==> src/rtl/alu_arbiter.sv <==
// Two-requester round-robin front end for a shared combinational ALU.
// Each grant runs IDLE -> EXEC -> DONE; result/nzp stay registered until the next EXEC.
module alu_arbiter (
   input  logic        clk,
   input  logic        rst_n,
   input  logic        req0,
   input  logic        req1,
   input  logic [2:0]  op0,
   input  logic [2:0]  op1,
   input  logic [15:0] a0,
   input  logic [15:0] b0,
   input  logic [15:0] a1,
   input  logic [15:0] b1,
   input  logic [3:0]  shift0,
   input  logic [3:0]  shift1,
   output logic        gnt0,
   output logic        gnt1,
   output logic        done0,
   output logic        done1,
   output logic [15:0] result,
   output logic [2:0]  nzp,
   output logic        busy,
   output logic [15:0] alu_in1,
   output logic [15:0] alu_in2,
   output logic [2:0]  alu_op,
   output logic [3:0]  alu_shift,
   input  logic [15:0] alu_out,
   input  logic        alu_zero,
   input  logic        alu_negative
);

   typedef enum logic [1:0] {IDLE = 2'd0, EXEC = 2'd1, DONE = 2'd2} state_t;

   state_t      state_q, state_d;
   logic [2:0]  op_q;
   logic [15:0] a_q, b_q;
   logic [3:0]  sh_q;
   logic        owner_q;
   logic        last_q;
   logic [15:0] result_q;
   logic [2:0]  nzp_q;

   logic        any_req;
   logic        win;

   assign any_req = req0 | req1;
   // On a tie the requester that was not served last wins; otherwise the lone requester.
   assign win     = (req0 & req1) ? ~last_q : req1;

   always_ff @(posedge clk or negedge rst_n) begin
      if (!rst_n) state_q <= IDLE;
      else        state_q <= state_d;
   end

   always_comb begin
      state_d = state_q;
      case (state_q)
         IDLE:    if (any_req) state_d = EXEC;
         EXEC:    state_d = DONE;
         DONE:    state_d = IDLE;
         default: state_d = IDLE;
      endcase
   end

   always_comb begin
      gnt0  = 1'b0;
      gnt1  = 1'b0;
      done0 = 1'b0;
      done1 = 1'b0;
      busy  = (state_q != IDLE);
      case (state_q)
         IDLE: begin
            // Grant is combinational from the sampled request, so it is held off during reset.
            gnt0 = rst_n & any_req & ~win;
            gnt1 = rst_n & any_req & win;
         end
         DONE: begin
            done0 = ~owner_q;
            done1 = owner_q;
         end
         default: ;
      endcase
   end

   always_ff @(posedge clk or negedge rst_n) begin
      if (!rst_n) begin
         op_q     <= 3'd0;
         a_q      <= 16'h0000;
         b_q      <= 16'h0000;
         sh_q     <= 4'd0;
         owner_q  <= 1'b0;
         last_q   <= 1'b1;
         result_q <= 16'h0000;
         nzp_q    <= 3'b010;
      end else begin
         case (state_q)
            IDLE: if (any_req) begin
               owner_q <= win;
               op_q    <= win ? op1    : op0;
               a_q     <= win ? a1     : a0;
               b_q     <= win ? b1     : b0;
               sh_q    <= win ? shift1 : shift0;
            end
            EXEC: begin
               result_q <= alu_out;
               nzp_q    <= {alu_negative, alu_zero, ~alu_negative & ~alu_zero};
            end
            DONE: last_q <= owner_q;
            default: ;
         endcase
      end
   end

   assign result    = result_q;
   assign nzp       = nzp_q;
   assign alu_in1   = a_q;
   assign alu_in2   = b_q;
   assign alu_op    = op_q;
   assign alu_shift = sh_q;

endmodule
==> config.mk <==
export PLATFORM = sky130hd
export DESIGN_NAME = alu_arbiter
export DESIGN_NICKNAME = d
export VERILOG_FILES = /design/src/rtl/alu_arbiter.sv
export SDC_FILE = /design/constraint.sdc
export NUM_CORES = 1
export LEC_CHECK = 0
export CORE_MARGIN = 5
export CORE_UTILIZATION = 43
export DETAILED_ROUTE_END_ITERATION = 7
export GPL_TIMING_DRIVEN = 1
export PLACE_DENSITY_LB_ADDON = 0.25
export SYNTH_ARGS = -nofsm -noshare
export SYNTH_HDL_FRONTEND = slang
export SYNTH_SLANG_ARGS = --single-unit
==> constraint.sdc <==
create_clock -name clk -period 3.1 [get_ports clk]
set_input_delay 0.62 -clock clk [delete_from_list [all_inputs] [get_ports clk]]
set_output_delay 0.62 -clock clk [all_outputs]
set_load 0.01 [all_outputs]
# Word level (Yosys, flattened, before mapping)
# Cells that the tools add are included.
# totals
register_bits	62
out_inout_bits	63
word_cells	37
input_bits	100
# classes
n_eq_ne	3
bitwise	11
muxes	11
n_reduce_logical	3
# op_table
operator	count
2-to-1 mux 16 bit	2
bitwise AND 1 bit	5
2-to-1 mux 1 bit	5
NOT 1 bit	5
2-to-1 mux 4 bit	1
one-hot mux 2 bit (2 select lines)	1
2-to-1 mux 3 bit	1
== test 2 x 1 -> 1 bit (second input constant)	1
== test 2 bit (second input constant)	1
zero test 2 bit	1
2-to-1 mux 2 bit	1
inequality test 2 bit (second input constant)	1
AND reduction 2 bit	1
nonzero test 2 bit	1
bitwise OR 1 bit	1

# Depth between registers and ports, before layout
# logic_depth
depth_word	5
depth_mapped	5
depth_no_buf	3

# Worst setup path before layout
# Ideal clock, no wire load.
# synth_timing
path_kind	input to output
from	input port req1
to	output port gnt1
path_slack_ps	1127
t_required_ps	2480
arrival_ps	1353
path_buffers	2
path_stages	4
path_cell_list	a21bo_1 -> buf_6 -> buf_6 -> nor3_1
# synth_between
elab_chain_len	4
word_cells_on_any_way	6
classes_between	mux: 2; bitwise: 4
# synth_lines
item	line_no	rtl
from (decl)	7	input logic req1,
bitwise OR 1 bit or bitwise AND 1 bit (tied branches)	46, 48	
bitwise AND 1 bit or 2-to-1 mux 1 bit (tied branches)	75, 48	
bitwise AND 1 bit (*)	75	gnt1 = rst_n & any_req & win;
2-to-1 mux 1 bit (*)	71	case (state_q)
to (decl)	17	output logic gnt1,
# Every way passes the cells marked *; elsewhere a longest branch is shown, timed or not.

# Worst setup path after layout
# Ends and elaborated chain as after synthesis.

==> impl_metrics.sql <==
INSERT INTO impl_metrics (metric_group, metric, value, unit) VALUES
('synth', 'synth_area_leader_cell', 'sky130_fd_sc_hd__dfrtp_1', ''),
('synth', 'synth_warnings', '0', ''),
('routing', 'detailedRoute.firstPassIterationCount', '4', ''),
('timing', 'hold_viol_final', '0', ''),
('critical_path', 'crit_fanout', '7', ''),
('die', 'placementRows', '31', ''),
('synth', 'synth.cell_area', '0.00313', 'mm^2'),
('critical_path', 'cp.arrival', '2100', 'ps'),
('power_and_ir_drop', 'power_leakage', '2.20', 'nW'),
('layout', 'instances_no_fill', '455', ''),
('timing', 'grt_setup_unrepaired', 'no', ''),
('layout', 'filler_cell_count', '524', ''),
('global_routing', 'global_router_s_overall_resource_usage', '16.5', '%'),
('routing', 'totalWireLength', '7600', 'um'),
('die', 'vertical_die_dimension', '95.3', 'um'),
('critical_path', 'worstSetupEndpointType', 'primary output', ''),
('clock_tree', 'number_of_buffers_created_by_cts', '9', ''),
('layout', 'antenna_cells', '0', ''),
('die', 'io_pins', '163', ''),
('layout', 'design.final.nets', '451', ''),
('timing', 'final_critical_delay_including_setup_and_external_delays', '2720', 'ps'),
('clock_tree', 'ctsRootBufferMaster', 'sky130_fd_sc_hd__clkbuf_8', ''),
('timing', 'drv_slew', '0', ''),
('die', 'initial_utilization', '43.6', '%'),
('global_routing', 'gr-total-overflow', '0', ''),
('timing', 'max_slew_margin', '36.1', '%'),
('layout', 'final_layout_size_suffix_gt1_share', '33.1', '%'),
('power_and_ir_drop', 'powerDensity', '913', 'mW/mm^2'),
('global_routing', 'grt_antenna_before_repair', '1', ''),
('placed_design', 'place.detailed.hpwl', '5740', 'um'),
('timing', 'report.final.setup_viol', '0', ''),
('placed_design', 'placed_cells', '439', ''),
('timing', 'worst-slew-pin-transition', '959', 'ps'),
('clock_tree', 'max_root_sink_buffers', '2', ''),
('placed_design', 'globalplace.congestion', '0.684', ''),
('run_status', 'outcome', 'finished, final reports clean', ''),
('clock_tree', 'cts.repair.resized', '0', ''),
('die', 'floorplan.die.width', '95.3', 'um'),
('job', 'timing.max_cap.violations', '0', ''),
('clock_tree', 'tritoncts', 'done', ''),
('timing', 'tns', '0', 'ps'),
('global_routing', 'grt_max_degree', '63', ''),
('synth', 'ys_seq_elements', '62', ''),
('clock_tree', 'htreeDepth', '3', ''),
('synth', 'mappedNetlistNets', '287', ''),
('die', 'core', '0.00718', 'mm^2'),
('synth', 'syn_area_per_cell', '16.7', 'um^2'),
('critical_path', 'criticalPathCategory', 'in2out', ''),
('synth', 'synth_seq_area_share', '49.7', '%'),
('global_routing', 'grt_pass1_vias', '2289', ''),
('routing', 'final_antenna_net_count', '0', ''),
('synth', 'synth-edff-count', '0', ''),
('routing', 'detail_route.wl_per_cell', '16.7', 'um'),
('timing', 'maxClockFrequency', '368', 'MHz'),
('critical_path', 'setup.worst_path.start', 'req1', ''),
('synth', 'yosys-top-cells-count', 'sky130_fd_sc_hd__mux2_4, sky130_fd_sc_hd__dfrtp_1, sky130_fd_sc_hd__mux2_2', ''),
('timing', 'timing.clock.skew', '10.8', 'ps'),
('synth', 'postSynth.asyncResetShare', '100', '%'),
('critical_path', 'worstReg2RegStart', 'last_q', ''),
('synth', 'synth.area.top_cells', 'sky130_fd_sc_hd__dfrtp_1, sky130_fd_sc_hd__mux2_4, sky130_fd_sc_hd__mux2_2, sky130_fd_sc_hd__buf_12, sky130_fd_sc_hd__dfstp_2', ''),
('clock_tree', 'clock_insertion_delay_worst_skew', '330', 'ps'),
('die', 'full_die_area', '0.00908', 'mm^2'),
('synth', 'synthCells', '187', ''),
('routing', 'routed-via-count', '2119', ''),
('clock_tree', 'clkSlewWorstSetupHoldPaths', '70', 'ps'),
('layout', 'syn_to_final_growth', '57.7', '%'),
('routing', 'detail_route.iter0.violations', '22', ''),
('clock_tree', 'post-cts-setup-buffers', '0', ''),
('timing', 'final_min_period_over_clock_period', '87.6', '%'),
('worst_hold_path', 'hold_path.startpoint', 'nzp[0]', ''),
('critical_path', 'worst-endpoint-required', '2480', 'ps');
==> state kept, by name (all words and copies together), names as in the netlist <==
register	flops
result	16
last_q	1
state_q	2
nzp	3
alu_in1	16
alu_in2	16
alu_op	3
owner_q	1
alu_shift	4
==> per-layer routing <==
layer  vias to the layer above  track usage, %  part of all wire (%)
met5                         -               0                 0.092
met2                        91            26.4                    49
li1                        988               -                     -
met1                      1030            19.3                    39
met3                         8            8.37                    11
met4                         2            5.53                   1.1
==> placed cells by master (no fill, tap or decap) <==
cell type,count
sky130_fd_sc_hd__clkdlybuf4s50_1,161
sky130_fd_sc_hd__mux2_4,74
sky130_fd_sc_hd__dfrtp_1,60
sky130_fd_sc_hd__mux2_2,22
sky130_fd_sc_hd__clkbuf_8,9
sky130_fd_sc_hd__inv_1,4
sky130_fd_sc_hd__nor2_1,3
sky130_fd_sc_hd__clkbuf_1,3
sky130_fd_sc_hd__buf_4,3
sky130_fd_sc_hd__nand2b_1,2
sky130_fd_sc_hd__clkinv_2,2
sky130_fd_sc_hd__dfstp_2,2
sky130_fd_sc_hd__a21bo_2,1
sky130_fd_sc_hd__nor3_1,1
sky130_fd_sc_hd__o21a_2,1
sky130_fd_sc_hd__and3_2,1
sky130_fd_sc_hd__nand2_1,1
sky130_fd_sc_hd__o31ai_1,1
sky130_fd_sc_hd__o22ai_1,1
sky130_fd_sc_hd__a21o_1,1
sky130_fd_sc_hd__clkinv_4,1
sky130_fd_sc_hd__clkinvlp_4,1
sky130_fd_sc_hd__buf_2,1
==> area by class of cell <==
cell class	instances	area (um^2)	area share (%)
tap	99	124	2.51
clock inverter	4	26.3	0.533
timing repair buffer	165	1640	33.2
multi-input combinational	109	1440	29.2
clock buffer	12	135	2.74
inverter	4	15.0	0.304
sequential	62	1550	31.5
==> cells by family (layout without fill, tap and decap cells) <==
kind of cell / count (synthesis) / count (layout) / synth area share [%]
buf+inv: 16 / 185 / 4.32
flops: 62 / 62 / 49.7
compound gates: 5 / 5 / 1.24
simple gates: 8 / 8 / 1.28
mux: 96 / 96 / 43.5
==> report_power, final <==
group / switching [mW] / leakage (nW) / internal [mW] / total (mW)
Clock: 0.310 / 0.0803 / 0.290 / 0.600
Combinational: 0.854 / 1.40 / 1.58 / 2.44
Sequential: 0.223 / 0.724 / 1.24 / 1.46
==> final timing paths <==
kind	endpoint	slack, ps	cells after the start
max	gnt1	380	4
min	nzp[0]	490	2
max reg2reg	alu_in2[7]	980	4
min reg2reg	nzp[0]	490	2
max in group asynchronous	alu_in2[15]	2080	2
min in group asynchronous	alu_in2[0]	520	2
==> metrics by stage <==
step                total power [mW]  setup slack, ps  area (um^2)  util, %  hold slack (ps)
floorplan                       2.81             1130         3130        -              324
global placement                3.90              385         4770     66.5              460
detailed placement              3.94              371         4770     66.5              483
CTS                             4.56              364         4930     68.7              499
global route                    4.75              289         4930     68.7              516
finish                          4.50              383         4930     68.7              494
==> worst max-delay path: stages <==
cell	delay [ps]
sky130_fd_sc_hd__clkdlybuf4s50_1	470
sky130_fd_sc_hd__a21bo_2	290
sky130_fd_sc_hd__nor3_1	150
sky130_fd_sc_hd__clkdlybuf4s50_1	560
No activity file was read; power rests on OpenSTA's default activity.
